<file path="src/rtl/poly_square_mixer_if.sv">
// poly_square_mixer_if
//   Bundle between the tone/period generators, the mixer core and the I2S side.
//   master : drives per-voice settings and sample_req, observes the mixed sample.
//   slave  : the mixer core.
//   Signals:
//     period, duty   VOICES*PERIOD_W  per-voice period / high time (voice i at [i*PERIOD_W +: PERIOD_W])
//     amp            VOICES*AMP_W     per-voice unsigned amplitude
//     voice_en       VOICES           per-voice enable
//     sample_req     1                request one mixed sample
//     sample         SAMPLE_W         signed mixed sample, held between updates
//     sample_valid   1                one-cycle pulse on sample update
//     sample_overrun 1                one-cycle pulse after a dropped request
//     voice_level    VOICES           live square level per oscillator
interface poly_square_mixer_if #(
  parameter int VOICES   = 4,
  parameter int PERIOD_W = 16,
  parameter int AMP_W    = 8,
  parameter int SAMPLE_W = 16
);
  logic [VOICES*PERIOD_W-1:0] period;
  logic [VOICES*PERIOD_W-1:0] duty;
  logic [VOICES*AMP_W-1:0]    amp;
  logic [VOICES-1:0]          voice_en;
  logic                       sample_req;
  logic [SAMPLE_W-1:0]        sample;
  logic                       sample_valid;
  logic                       sample_overrun;
  logic [VOICES-1:0]          voice_level;

  modport master (
    output period, duty, amp, voice_en, sample_req,
    input  sample, sample_valid, sample_overrun, voice_level
  );

  modport slave (
    input  period, duty, amp, voice_en, sample_req,
    output sample, sample_valid, sample_overrun, voice_level
  );
endinterface

</file>
<file path="src/rtl/poly_square_mixer.sv">
// poly_square_mixer
//   VOICES free-running square oscillators mixed on request into one signed
//   sample by a time-multiplexed accumulator (one voice per cycle).
//   Ports:
//     clk    audio clock, rising edge
//     reset  synchronous, active-low
//     bus    poly_square_mixer_if.slave (settings in, sample/flags/levels out)

// One oscillator lane: phase counter plus level compare.
module psm_voice #(
  parameter int PERIOD_W = 16
) (
  input  logic                clk,
  input  logic                reset,
  input  logic [PERIOD_W-1:0] i_period,
  input  logic [PERIOD_W-1:0] i_duty,
  output logic                o_level,
  output logic                o_silent
);
  logic [PERIOD_W-1:0] r_cnt;
  logic [PERIOD_W-1:0] w_cnt_nxt;
  logic                r_run;

  assign o_silent = (i_period < PERIOD_W'(2));

  // Wrap on >= rather than == so a period shrinking below the current
  // phase restarts immediately instead of running up to 2^PERIOD_W.
  always_comb begin
    w_cnt_nxt = r_cnt + PERIOD_W'(1);
    if (o_silent || (r_cnt >= i_period - PERIOD_W'(1))) w_cnt_nxt = '0;
  end

  always_ff @(posedge clk) begin
    if (!reset) begin
      r_cnt <= '0;
      r_run <= 1'b0;
    end else begin
      r_cnt <= w_cnt_nxt;
      r_run <= 1'b1;
    end
  end

  // r_run keeps the level low while reset is held.
  assign o_level = r_run && !o_silent && (r_cnt < i_duty);
endmodule

module poly_square_mixer #(
  parameter int VOICES   = 4,
  parameter int PERIOD_W = 16,
  parameter int AMP_W    = 8,
  parameter int SAMPLE_W = 16
) (
  input logic                  clk,
  input logic                  reset,
  poly_square_mixer_if.slave   bus
);
  localparam int LOG_V = $clog2(VOICES);
  localparam int ACC_W = AMP_W + 1 + LOG_V;
  localparam int IDX_W = (LOG_V > 0) ? LOG_V : 1;
  localparam int SHIFT = SAMPLE_W - ACC_W;

  typedef enum logic {S_IDLE, S_ACCUM} state_t;

  logic [VOICES-1:0][PERIOD_W-1:0] w_period;
  logic [VOICES-1:0][PERIOD_W-1:0] w_duty;
  logic [VOICES-1:0][AMP_W-1:0]    w_amp;
  logic [VOICES-1:0]               w_level;
  logic [VOICES-1:0]               w_silent;

  assign w_period = bus.period;
  assign w_duty   = bus.duty;
  assign w_amp    = bus.amp;

  // Oscillators run regardless of enable or mixer state.
  for (genvar g = 0; g < VOICES; g++) begin : g_voice
    psm_voice #(.PERIOD_W(PERIOD_W)) u_voice (
      .clk      (clk),
      .reset    (reset),
      .i_period (w_period[g]),
      .i_duty   (w_duty[g]),
      .o_level  (w_level[g]),
      .o_silent (w_silent[g])
    );
  end

  state_t r_state, w_state_nxt;
  logic   w_start, w_drop, w_last;

  logic [VOICES-1:0]               r_snap_lvl;
  logic [VOICES-1:0]               r_snap_en;
  logic [VOICES-1:0]               r_snap_sil;
  logic [VOICES-1:0][AMP_W-1:0]    r_snap_amp;
  logic [IDX_W-1:0]                r_idx;
  logic signed [ACC_W-1:0]         r_acc;
  logic signed [ACC_W-1:0]         w_mag;
  logic signed [ACC_W-1:0]         w_contrib;
  logic signed [ACC_W-1:0]         w_sum;
  logic signed [SAMPLE_W-1:0]      w_sample_nxt;
  logic [SAMPLE_W-1:0]             r_sample;
  logic                            r_valid;
  logic                            r_ovr;

  always_ff @(posedge clk) begin
    if (!reset) r_state <= S_IDLE;
    else        r_state <= w_state_nxt;
  end

  always_comb begin
    w_state_nxt = r_state;
    w_start     = 1'b0;
    w_drop      = 1'b0;
    w_last      = 1'b0;
    case (r_state)
      S_IDLE: begin
        if (bus.sample_req) begin
          w_start     = 1'b1;
          w_state_nxt = S_ACCUM;
        end
      end
      S_ACCUM: begin
        w_drop = bus.sample_req;
        if (r_idx == IDX_W'(VOICES - 1)) begin
          w_last      = 1'b1;
          w_state_nxt = S_IDLE;
        end
      end
      default: w_state_nxt = S_IDLE;
    endcase
  end

  // Contribution of the voice selected by r_idx, from the snapshot only.
  always_comb begin
    w_mag     = ACC_W'(r_snap_amp[r_idx]);
    w_contrib = '0;
    if (r_snap_en[r_idx] && !r_snap_sil[r_idx])
      w_contrib = r_snap_lvl[r_idx] ? w_mag : -w_mag;
  end

  assign w_sum = r_acc + w_contrib;
  // Sign-extend then left-justify into the output word; full scale always fits.
  assign w_sample_nxt = SAMPLE_W'(w_sum) <<< SHIFT;

  always_ff @(posedge clk) begin
    if (!reset) begin
      r_snap_lvl <= '0;
      r_snap_en  <= '0;
      r_snap_sil <= '0;
      r_snap_amp <= '0;
      r_idx      <= '0;
      r_acc      <= '0;
      r_sample   <= '0;
      r_valid    <= 1'b0;
      r_ovr      <= 1'b0;
    end else begin
      r_valid <= w_last;
      r_ovr   <= w_drop;
      if (w_start) begin
        r_snap_lvl <= w_level;
        r_snap_en  <= bus.voice_en;
        r_snap_sil <= w_silent;
        r_snap_amp <= w_amp;
        r_idx      <= '0;
        r_acc      <= '0;
      end else if (r_state == S_ACCUM) begin
        r_acc <= w_sum;
        r_idx <= r_idx + IDX_W'(1);
      end
      if (w_last) r_sample <= w_sample_nxt;
    end
  end

  assign bus.sample         = r_sample;
  assign bus.sample_valid   = r_valid;
  assign bus.sample_overrun = r_ovr;
  assign bus.voice_level    = w_level;
endmodule

</file>
<file path="src/flat_wrapper.sv">
// flat-port wrapper written by rule: the top's interface ports become plain ports
module poly_square_mixer_flat 
#(
  parameter int VOICES   = 4,
  parameter int PERIOD_W = 16,
  parameter int AMP_W    = 8,
  parameter int SAMPLE_W = 16
)
  (clk, reset, bus_period, bus_duty, bus_amp, bus_voice_en, bus_sample_req, bus_sample, bus_sample_valid, bus_sample_overrun, bus_voice_level);
  poly_square_mixer_if #(.VOICES(VOICES), .PERIOD_W(PERIOD_W), .AMP_W(AMP_W), .SAMPLE_W(SAMPLE_W)) bus_i ();
  input logic clk;
  input logic reset;
  input wire logic [$bits(bus_i.period)-1:0] bus_period;
  input wire logic [$bits(bus_i.duty)-1:0] bus_duty;
  input wire logic [$bits(bus_i.amp)-1:0] bus_amp;
  input wire logic [$bits(bus_i.voice_en)-1:0] bus_voice_en;
  input wire logic [$bits(bus_i.sample_req)-1:0] bus_sample_req;
  output wire logic [$bits(bus_i.sample)-1:0] bus_sample;
  output wire logic [$bits(bus_i.sample_valid)-1:0] bus_sample_valid;
  output wire logic [$bits(bus_i.sample_overrun)-1:0] bus_sample_overrun;
  output wire logic [$bits(bus_i.voice_level)-1:0] bus_voice_level;
  assign bus_i.period = bus_period;
  assign bus_i.duty = bus_duty;
  assign bus_i.amp = bus_amp;
  assign bus_i.voice_en = bus_voice_en;
  assign bus_i.sample_req = bus_sample_req;
  assign bus_sample = bus_i.sample;
  assign bus_sample_valid = bus_i.sample_valid;
  assign bus_sample_overrun = bus_i.sample_overrun;
  assign bus_voice_level = bus_i.voice_level;
  poly_square_mixer #(.VOICES(VOICES), .PERIOD_W(PERIOD_W), .AMP_W(AMP_W), .SAMPLE_W(SAMPLE_W)) u_core (.clk(clk), .reset(reset), .bus(bus_i));
endmodule
</file>
<file path="config.mk">
export PLATFORM = sky130hd
export DESIGN_NAME = poly_square_mixer_flat
export DESIGN_NICKNAME = d
export VERILOG_FILES = /design/src/rtl/poly_square_mixer_if.sv /design/src/rtl/poly_square_mixer.sv /design/src/flat_wrapper.sv
export SDC_FILE = /design/constraint.sdc
export NUM_CORES = 1
export LEC_CHECK = 0
export BUFFER_PORTS_ARGS = -buffer_cell sky130_fd_sc_hd__buf_2
export CAP_MARGIN = 10
export CELL_PAD_IN_SITES_DETAIL_PLACEMENT = 0
export CELL_PAD_IN_SITES_GLOBAL_PLACEMENT = 1
export CORE_UTILIZATION = 38
export DETAILED_ROUTE_END_ITERATION = 6
export GPL_ROUTABILITY_DRIVEN = 0
export PLACE_DENSITY_LB_ADDON = 0.1
export SYNTH_ARGS = -nofsm -noshare
export SYNTH_HDL_FRONTEND = slang
export SYNTH_SLANG_ARGS = --single-unit
</file>
<file path="constraint.sdc">
create_clock -name clk -period 3.73 [get_ports clk]
set_clock_uncertainty 0.2 [all_clocks]
set_input_delay 0.1865 -clock clk [delete_from_list [all_inputs] [get_ports clk]]
set_output_delay 0.1865 -clock clk [all_outputs]
set_load 0.05 [all_outputs]
</file>
==> metrics.md, run 1 <==
| Metric | Value |
|---|---|
| TritonCTS Buffers | 17 |
| Final setup viols | 0 |
| Largest net degree at the start of global routing | 44 |
| Crit-path cells | buf_4, mux4_2, inv_1, ha_1, mux2i_1, or2_2, fa_1, nor2b_1, o31a_1, o21ai_2, o21ai_2, xor2_4, a211oi_2, a41o_1 |
| Yosys top cell by area | dfxtp_1 |
| Drt via density | 4.87 |
| Worst-path clk slew | ~0.050 ns |
| Mean Syn Cell Area | 8.64 um^2 |
| Layout Nets | 1,689 |
| Synthesized instance count | 1,128 |
| CORE AREA | between 0.02 and 0.03 mm^2 |
| Crit-path max cell delay | about 0.5 ns |
| Routed vias | around 8,400 |
| Maximum vdd drop | 297 uV |
| RSZ-0062 raised after global routing | no |
| Worst slew pin tran | 0.958 ns |
| Drt pass-1 iters | 4 |
| Multi-input logic area | around 0.0065 mm^2 |
| Yosys Warn Count | 0 |
| All-layer global routing usage | 0.191 |
| Power Density | ~310 mW/mm^2 |
| Die area | about 0.026 mm^2 |
| WL final | 24,100 um |
| Fillers | 2,540 |
| Initial antenna violation count | 6 |
| Row count | 58 |
| First-pass GRT wire length | ~40,000 um |
| HPWL Detailed | 19,600 um |
| CP bufs+invs | 2 |
| Die width | 162 um |
| Netlist cell types | 55 |
| Beginning of the worst register-to-register path | u_core.r_idx[0] |
| CTS sink cnt | 136 |
| Status | finished clean |
| Seq/Total Area, Yosys | 0.279 |
| F_max | 286 MHz |
| IO Port Bufs | 183 |
| Part of the cycle the worst path needs | 0.936 |
| Fin. Hold Viols | 0 |
| CTS tree | built |
| Worst setup path start | u_core.r_idx[0] |
| CP most frequent cell | o21ai_2 |
| Hold path startpoint | bus_period[15] |
| Routed Antenna Nets | 0 |
| Crit path max-delay family | compound AO/OA/AOI/OAI gates |
| Worst hold path class | in2reg |
| Synth area leaders | dfxtp_1 28%, ha_1 18%, xnor2_1 7.5% |
| Post-synth top area share | 0.279 |
| Main synth FF type | dfxtp_1 |
| CP endpoint kind | flip-flop |
| Drt drc | 0 |
| Vias in the first global route | 8,150 |
| I/O pin count | between 150 and 200 |
| Leak pwr | ~0.006 uW |
| Setup CP Type | reg2reg |
| Final cell count without fillers | ~1,700 |
| EDFF count, synth | 0 |
| Startpoint type of the worst setup path | flip-flop |
| Commonest cells after routing, fill and taps aside | 183 x buf_2, 144 x ha_1, 140 x nor2_1 |
| Crit path max fanout | 7 |
| Register area | 0.00273 mm^2 |
| Commonest non-fill, non-tap cell in the layout | buf_2 |
| H-Tree Depth | 4 |
| Overflow after GRT | 0 |
| Slew Viols, Final | 0 |
| Relative slew slack | 0.360 |
| Wire per inst | 14.0 um |
| Worst EP arrival | ~3.6 ns |
| Deepest clock path buffer count | 2 |
| Die Height | 162 um |
| Post-synthesis cell area | 0.00975 mm^2 |
| # Max-Cap Violations | 0 |
| CP max stage cell | mux4_2 |
| Later-pin clock latency in the skew report | 0.42 ns |
| Async S/R FF share, synth | 0 |
| Post-layout worst setup margin | between 0.2 and 0.25 ns |
| Dpl cells | 1,647 |
| Layout area overhead | 24.7% |
| Register bit total from synthesis | 136 |
| Fraction of layout cells with a size suffix above 1 | 0.196 |
| Minimum clock period | 3.49 ns |
| Placement Setup Slack | -0.207 ns |
| Iter 0 DRT Violations | 312 |
| Worst Path Required | 3.84 ns |
| Clock root cell | clkbuf_16 |
| Starting Density | 0.387 |
==> final cells by class <==
| type | instances | share of cell area |
|---|---|---|
| clock inverter | 7 | 0.00566 |
| sequential | 136 | 0.224 |
| tap | 330 | 0.0340 |
| timing repair buffer | 258 | 0.129 |
| clock buffer | 24 | 0.0404 |
| antenna | 5 | 0.00103 |
| multi-input combinational | 867 | 0.535 |
| inverter | 97 | 0.0299 |
==> power breakdown <==
part | internal (uW) | switching (uW)
clock network | 981 | 615
registers | 1500 | 42.6
logic | 339 | 331
==> Yosys cell counts (all sizes together), types with 4 or more instances <==
cell type	instances
ha	144
nor2	141
dfxtp	136
inv	97
xnor2	83
nand2	63
a21oi	48
xor2	44
a21o	39
a22o	39
nand3	35
o21ai	31
nor3	24
nand4	21
clkbuf	17
and3	16
buf	15
nand2b	15
nor2b	13
mux2i	12
nor4	12
a211oi	11
mux4	9
a211o	8
o21a	7
o2111ai	5
nand3b	4
nand4b	4
or4	4
==> worst min-delay path, stage by stage <==
cell     delay, ns
buf_2         0.09
nor2_1        0.04
nand4_1       0.17
o21ai_0       0.11
==> what timing repair did <==
item,CTS,global route
resized for setup,2,9
hold buffers,38,0
pin swaps,0,8
endpoints found under the hold margin,39,0
buffers inserted,0,4
setup endpoints to repair,4,2
cloned,0,0
==> per-stage QoR <==
stage	setup TNS [ns]	utilization	area (um^2)	hold slack, ns	power [uW]
floorplan	0	-	9760	0.0142	1970
global placement	-0.189	0.443	11200	0.189	2200
detailed placement	-0.403	0.443	11200	0.198	2210
CTS	0	0.481	12100	0.0412	3850
global route	0	0.483	12200	0.0906	4010
finish	0	0.483	12200	0.0473	3810
==> worst paths after layout <==
kind / end / slack (ns) / cells after the start
worst max-delay path: u_core.r_acc[10] / 0.24 / 14
worst min register to register: u_core.r_snap_sil[3] / 0.25 / 2
worst max register to register: u_core.r_acc[10] / 0.24 / 14
worst min-delay path: u_core.r_snap_sil[0] / 0.05 / 4
==> layer usage <==
layer	vias up	routed length [um]	track usage
met3	23	1110	0.0378
met2	145	10500	0.300
met5	-	0	0
li1	4464	-	-
met1	3756	12200	0.266
met4	0	299	0.0472
==> flip-flops by register name (all words and copies together), names as in the netlist <==
signal and flops:
u_core.r_snap_sil 4, u_core.bus.sample 11, u_core.r_idx 2, u_core.bus.sample_valid 1, u_core.bus.sample_overrun 1, u_core.r_snap_lvl 4, u_core.r_snap_amp 32, u_core.r_state 1
u_core.r_acc 11, u_core.g_voice.u_voice.r_cnt 64, u_core.g_voice.u_voice.r_run 1, u_core.r_snap_en 4
==> cell families after synthesis <==
group,synth area share
buffers and inverters,0.0578
AND/OR/NAND/NOR,0.179
flip-flops,0.279
AO/OA/AOI/OAI,0.148
multiplexers,0.0339
other,0.000385
XOR/XNOR,0.115
adder cells (fa/ha/maj),0.187
Note: power is estimated with default switching activity, not from simulation.
==> run 2, diff against run 1 <==
- CORE_MARGIN: unset -> 2
- PLACE_DENSITY: unset -> 0.83
- PLACE_DENSITY_LB_ADDON: 0.1 -> unset
==> run 2 against run 1 <==
  * Non-clock buffer count decreased by 20
  * Maximum frequency decreased by 1.6%
  * Clock power increased by 5%
  * Combinational power decreased by 3.3%
  * Design area decreased by 1.1%
  * Setup slack got worse by 0.059 ns
  * Critical path depth increased by 1
  * Via count increased by 2.2%
  * Routed wire length decreased by 0.51%
  * Sequential share of layout area increased by 0.23 points
  * Critical path type unchanged
  * Largest cell class unchanged
==> metrics.md, run 2 (synthesis results as in run 1) <==
| Metric | Value |
|---|---|
| Status | finished clean |
| First-pass GRT wire length | slightly below 40,000 um |
| All-layer global routing usage | 0.180 |
| Worst slew pin tran | 0.960 ns |
| Crit path max-delay family | compound AO/OA/AOI/OAI gates |
| Switching power | 1090 uW |
| Overflow after GRT | 0 |
| TritonCTS Buffers | 17 |
| Commonest cells after routing, fill and taps aside | 183 x buf_2, 144 x ha_1, 140 x nor2_1 |
| Crit path max fanout | 7 |
| Crit-path cells | buf_12, mux4_2, nor4_4, and2b_4, a21oi_1, xnor2_1, nor2_1, ha_1, a21oi_2, nand2_1, o21ai_1, o21ai_2, xor2_2, a211oi_2, a41o_1 |
| Fraction of layout cells with a size suffix above 1 | 0.184 |
| Drt drc | 0 |
| Hold path startpoint | bus_period[30] |
| Starting Density | 0.387 |
| Crit-path max cell delay | between 0.5 and 0.6 ns |
| Diodes inserted | 0 |
| Worst setup path start | u_core.r_idx[0] |
| Leak pwr | approximately 0.0058 uW |
| Reg with most FFs | u_core.g_voice.u_voice.r_cnt |
| Iter 0 DRT Violations | 439 |
| Die area | roughly 0.027 mm^2 |
| Clock power frac | 0.435 |
| Layout area overhead | 23.3% |
| Setup_tns | 0 ns |
| Setup CP Type | reg2reg |
| WL final | ~24,000 um |
| Worst R2R Path Depth | 15 |
| Beginning of the worst register-to-register path | u_core.r_idx[0] |
| I/O pin count | 189 |
| Hold Crit Depth | 4 |
| Routed vias | 8,573 |
| CP endpoint kind | flip-flop |
| Post-layout worst setup margin | ~0.18 ns |
| Slew Viols, Final | 0 |
| Layout Nets | 1,669 |
| Wire per inst | 14.1 um |
| Minimum clock period | 3.55 ns |
| Fin. Hold Viols | 0 |
| Die Height | 164 um |
| Initial antenna violation count | 0 |
| Drt pass-1 iters | 5 |
| Power Density | roughly 320 mW/mm^2 |
| Biggest regs | u_core.g_voice.u_voice.r_cnt (64), u_core.r_snap_amp (32) |
| Maximum vdd drop | 238 uV |
| CTS tree | built |
| Worst Hold Path EP | u_core.r_snap_sil[1] |
| Final cell count without fillers | roughly 1,700 |
| Clock root cell | clkbuf_16 |
| IO Port Bufs | between 150 and 200 |
| Deepest clock path buffer count | 2 |
| Final setup viols | 0 |
| Switching share of power | 0.282 |
| Part of the cycle the worst path needs | 0.952 |
| Largest net degree at the start of global routing | 44 |
| CP max stage cell | mux4_2 |
| Row count | 58 |
| Worst Path Required | 3.85 ns |
| Worst EP arrival | 3.67 ns |
| # Max-Cap Violations | 0 |
| Max FFs per register | 64 |
| Placement Setup Slack | 0.0442 ns |
| CORE AREA | around 0.025 mm^2 |
| Vias in the first global route | 8,275 |
| Cell Area, Placed | 0.0110 mm^2 |
| Total internal power | 2780 uW |
| Reg-to-reg setup timing slack | 0.18 ns |
| Drt via density | 5.04 |
| Combinational fraction of design power | 0.167 |
| Worst hold path class | in2reg |
| Die width | about 160 um |
| F_max | 282 MHz |
| Routed Antenna Nets | 0 |
| CTS sink cnt | 136 |
| Dpl cells | approximately 1,600 |
| Final instance area | 0.0120 mm^2 |
| RR Endpoint | u_core.r_acc[10] |
| Relative slew slack | 0.358 |
| Later-pin clock latency in the skew report | 0.42 ns |
| Worst-path clk slew | roughly 0.070 ns |
| Startpoint type of the worst setup path | flip-flop |
| Commonest non-fill, non-tap cell in the layout | buf_2 |
| CP bufs+invs | 1 |
| H-Tree Depth | 4 |
| PnR Total Power | 3870 uW |
| Sequential share of power | 0.397 |
| HPWL Detailed | 18,800 um |
run 2: cell type report:
class | count | area [um^2]
inverters | 97 | 364
repair buffers | 238 | 1440
flip-flops and latches | 136 | 2720
clock inverters | 14 | 150
well taps | 330 | 413
clock buffers | 18 | 439
multi-input cells | 867 | 6500
fillers | 2419 | 13200
run 2: routing by layer:
layer  routed length (um)  track usage
met4                  255       0.0371
met1                11000        0.221
met3                 1140       0.0447
met2                11600        0.316
met5                    0            0
run 2: tightest hold or removal path, cell delays in order:
cell and delay [ns]:
buf_2 0.09, nor3_1 0.05, nand3_1 0.15, o21ai_0 0.11
run 2: timing repair:
item	4_1_cts	5_1_grt
hold buffers	38	0
endpoints found under the hold margin	39	0
setup endpoints to repair	0	4
buffers inserted	0	0
gates resized for setup	0	5
run 2: stage by stage:
step	hold WS, ns	util
after detailed placement	0.200	0.438
after global routing	0.0327	0.477
after CTS	0.0196	0.477
after global placement	0.200	0.438
final	0.0341	0.477
after floorplan	0.0142	-
run 2: how the worst max path moves through the flow:
stage / to / cells past startpoint
floorplan: u_core.r_acc[10] / 16
global route: u_core.r_acc[10] / 15
finish: u_core.r_acc[10] / 15
detailed placement: u_core.r_acc[10] / 14
global placement: u_core.r_acc[10] / 14
CTS: u_core.r_acc[10] / 14
run 2: power groups by stage:
stage	clock network (uW)	logic, uW	registers, uW
6_report	1680	648	1540
5_1_grt	1800	726	1540
4_1_cts	1720	652	1540
3_5_place_dp	0	614	1570
3_3_place_gp	0	601	1570
2_1_floorplan	0	412	1560
==> run 3, diff against run 2 <==
- CORE_ASPECT_RATIO: unset -> 1.4
==> run 3 against run 2 <==
  * Sequential share of layout area down 0.067 points
  * Sequential cell count did not move
  * Routed wire length rose by 2.7%
  * Critical path type unchanged
  * Critical endpoint is now u_core.r_acc[6]
  * Largest cell class unchanged
==> metrics.md, run 3 (synthesis results as in run 1) <==
| Metric | Value |
|---|---|
| Status | finished clean |
| I/O pin count | about 190 |
| Reg with most FFs | u_core.g_voice.u_voice.r_cnt |
| Drt drc | 0 |
| Fillers | around 2,500 |
| Starting Density | 0.385 |
| Commonest non-fill, non-tap cell in the layout | buf_2 |
| CP most frequent cell | nor2_1 |
| Deepest clock path buffer count | 2 |
| Iter 0 DRT Violations | 284 |
| Layout Nets | around 1,700 |
| CORE AREA | 0.0253 mm^2 |
| Wire per inst | 14.6 um |
| F_max | 281 MHz |
| Worst EP arrival | 3.65 ns |
| Slew Viols, Final | 0 |
| Placement Setup Slack | -0.0252 ns |
| Dpl cells | approximately 1,600 |
| Hold path startpoint | bus_period[63] |
| Final instance area | 0.0121 mm^2 |
| Clock root cell | clkbuf_16 |
| Die area | about 0.027 mm^2 |
| Cell Area, Placed | 0.0110 mm^2 |
| Fraction of layout cells with a size suffix above 1 | 0.189 |
| Startpoint type of the worst setup path | flip-flop |
| Final setup viols | 0 |
| Die width | around 140 um |
| Initial antenna violation count | 0 |
| Worst Path Required | about 3.8 ns |
| Most Crowded Layer GR | met2 |
| First-pass GRT wire length | 40,500 um |
| RSZ-0062 raised after global routing | yes |
| Setup CP Type | reg2reg |
| # Max-Cap Violations | 0 |
| Row count | 69 |
| GRT met2 Usage | 0.344 |
| Crit-path max cell delay | 0.54 ns |
| Post-layout worst setup margin | 0.171 ns |
| Part of the cycle the worst path needs | 0.954 |
| CTS sink cnt | 136 |
| Max FFs per register | 64 |
| H-Tree Depth | 4 |
| WL final | 24,700 um |
| IO Port Bufs | 183 |
| Fin. Hold Viols | 0 |
| Crit-path cells | buf_12, mux4_2, inv_1, ha_1, nor2_1, xnor2_1, nor2_1, ha_1, nor2b_1, o31a_1, buf_4, o21a_1, nor2_1, xnor2_2, mux2i_1, nor2_1 |
| Routed Antenna Nets | 0 |
| Worst hold path class | in2reg |
| Later-pin clock latency in the skew report | around 0.4 ns |
| CP max stage cell | mux4_2 |
| Crit path max fanout | 8 |
| Worst setup path start | u_core.r_idx[0] |
| Global-route met3 utilization | 0.0295 |
| All-layer global routing usage | 0.182 |
| Worst slew pin tran | 0.939 ns |
| Largest net degree at the start of global routing | 44 |
| Vias in the first global route | 8,607 |
| TritonCTS Buffers | 17 |
| Relative slew slack | 0.372 |
| Drt via density | ~5.1 |
| Worst-path clk slew | around 0.060 ns |
| Minimum clock period | 3.56 ns |
| Routed vias | around 8,600 |
| Biggest regs | u_core.g_voice.u_voice.r_cnt (64), u_core.r_snap_amp (32) |
| Commonest cells after routing, fill and taps aside | 183 x buf_2, 144 x ha_1, 140 x nor2_1 |
| CTS tree | built |
| Drt pass-1 iters | 4 |
| CP endpoint kind | flip-flop |
| Overflow after GRT | 0 |
| Layout area overhead | 23.7% |
| Beginning of the worst register-to-register path | u_core.r_idx[0] |
| HPWL Detailed | 19,500 um |
| Die Height | roughly 190 um |
| Maximum vdd drop | 290 uV |
| Diodes inserted | 0 |
| Register area | 0.00272 mm^2 |
| Grt met1 use | 0.209 |
| Power Density | 326 mW/mm^2 |
| Multi-input logic area | 0.00652 mm^2 |
| Leak pwr | 0.00582 uW |
| Final cell count without fillers | 1,691 |
run 3: final cells by class:
cell class / count / area share
flip-flops and latches: 136 / 0.226
inverters: 97 / 0.0302
well taps: 319 / 0.0331
multi-input cells: 867 / 0.541
repair buffers: 240 / 0.120
clock buffers: 19 / 0.0359
clock inverters: 13 / 0.0141
run 3: repair_timing:
action | 4_1_cts | 5_1_grt
resized for setup | 1 | 12
endpoints found under the setup margin | 1 | 6
setup buffers | 0 | 1
pin swaps | 0 | 5
hold endpoints to repair | 39 | 0
hold buffers | 38 | 0
run 3: final timing paths:
path / to / slack [ns] / depth (start not counted)
setup reg to reg: u_core.r_acc[6] / 0.17 / 16
hold / removal: u_core.r_snap_sil[3] / 0.05 / 4
hold reg to reg: u_core.r_snap_sil[0] / 0.24 / 2
setup / recovery: u_core.r_acc[6] / 0.17 / 16
run 3: worst max-delay path: cells and delay by family (launching register included):
kind / cells / cell delay (ns)
adders and majority gates: 2 / 0.53
xor gates and xnor gates: 2 / 0.27
buffers and inverters: 3 / 0.39
and+or+nand+nor: 5 / 0.51
DFF: 1 / 0.35
AOI/OAI and AO/OA: 2 / 0.49
muxes: 2 / 0.69
run 3: through the flow:
step	TNS [ns]	utilization	hold slack [ns]	total power [uW]
6_report	0	0.477	0.0522	3930
5_1_grt	-0.149	0.477	0.0846	4130
4_1_cts	0	0.475	0.0632	3980
3_5_place_dp	-0.0252	0.436	0.198	2200
3_3_place_gp	0	0.436	0.197	2180
2_1_floorplan	0	-	0.0142	1970
run 3: report_power, final:
| part | leakage (uW) | switching, uW | internal, uW |
|---|---|---|---|
| clock | 0.000296 | 670 | 1060 |
| combinational | 0.00441 | 339 | 324 |
| sequential | 0.00111 | 40.2 | 1500 |
run 3: per-layer routing:
metal  routed length, um  vias up
met4                 436        0
met3                 815       35
li1                    -     4416
met5                   0        -
met2               13100      173
met1               10300     3982
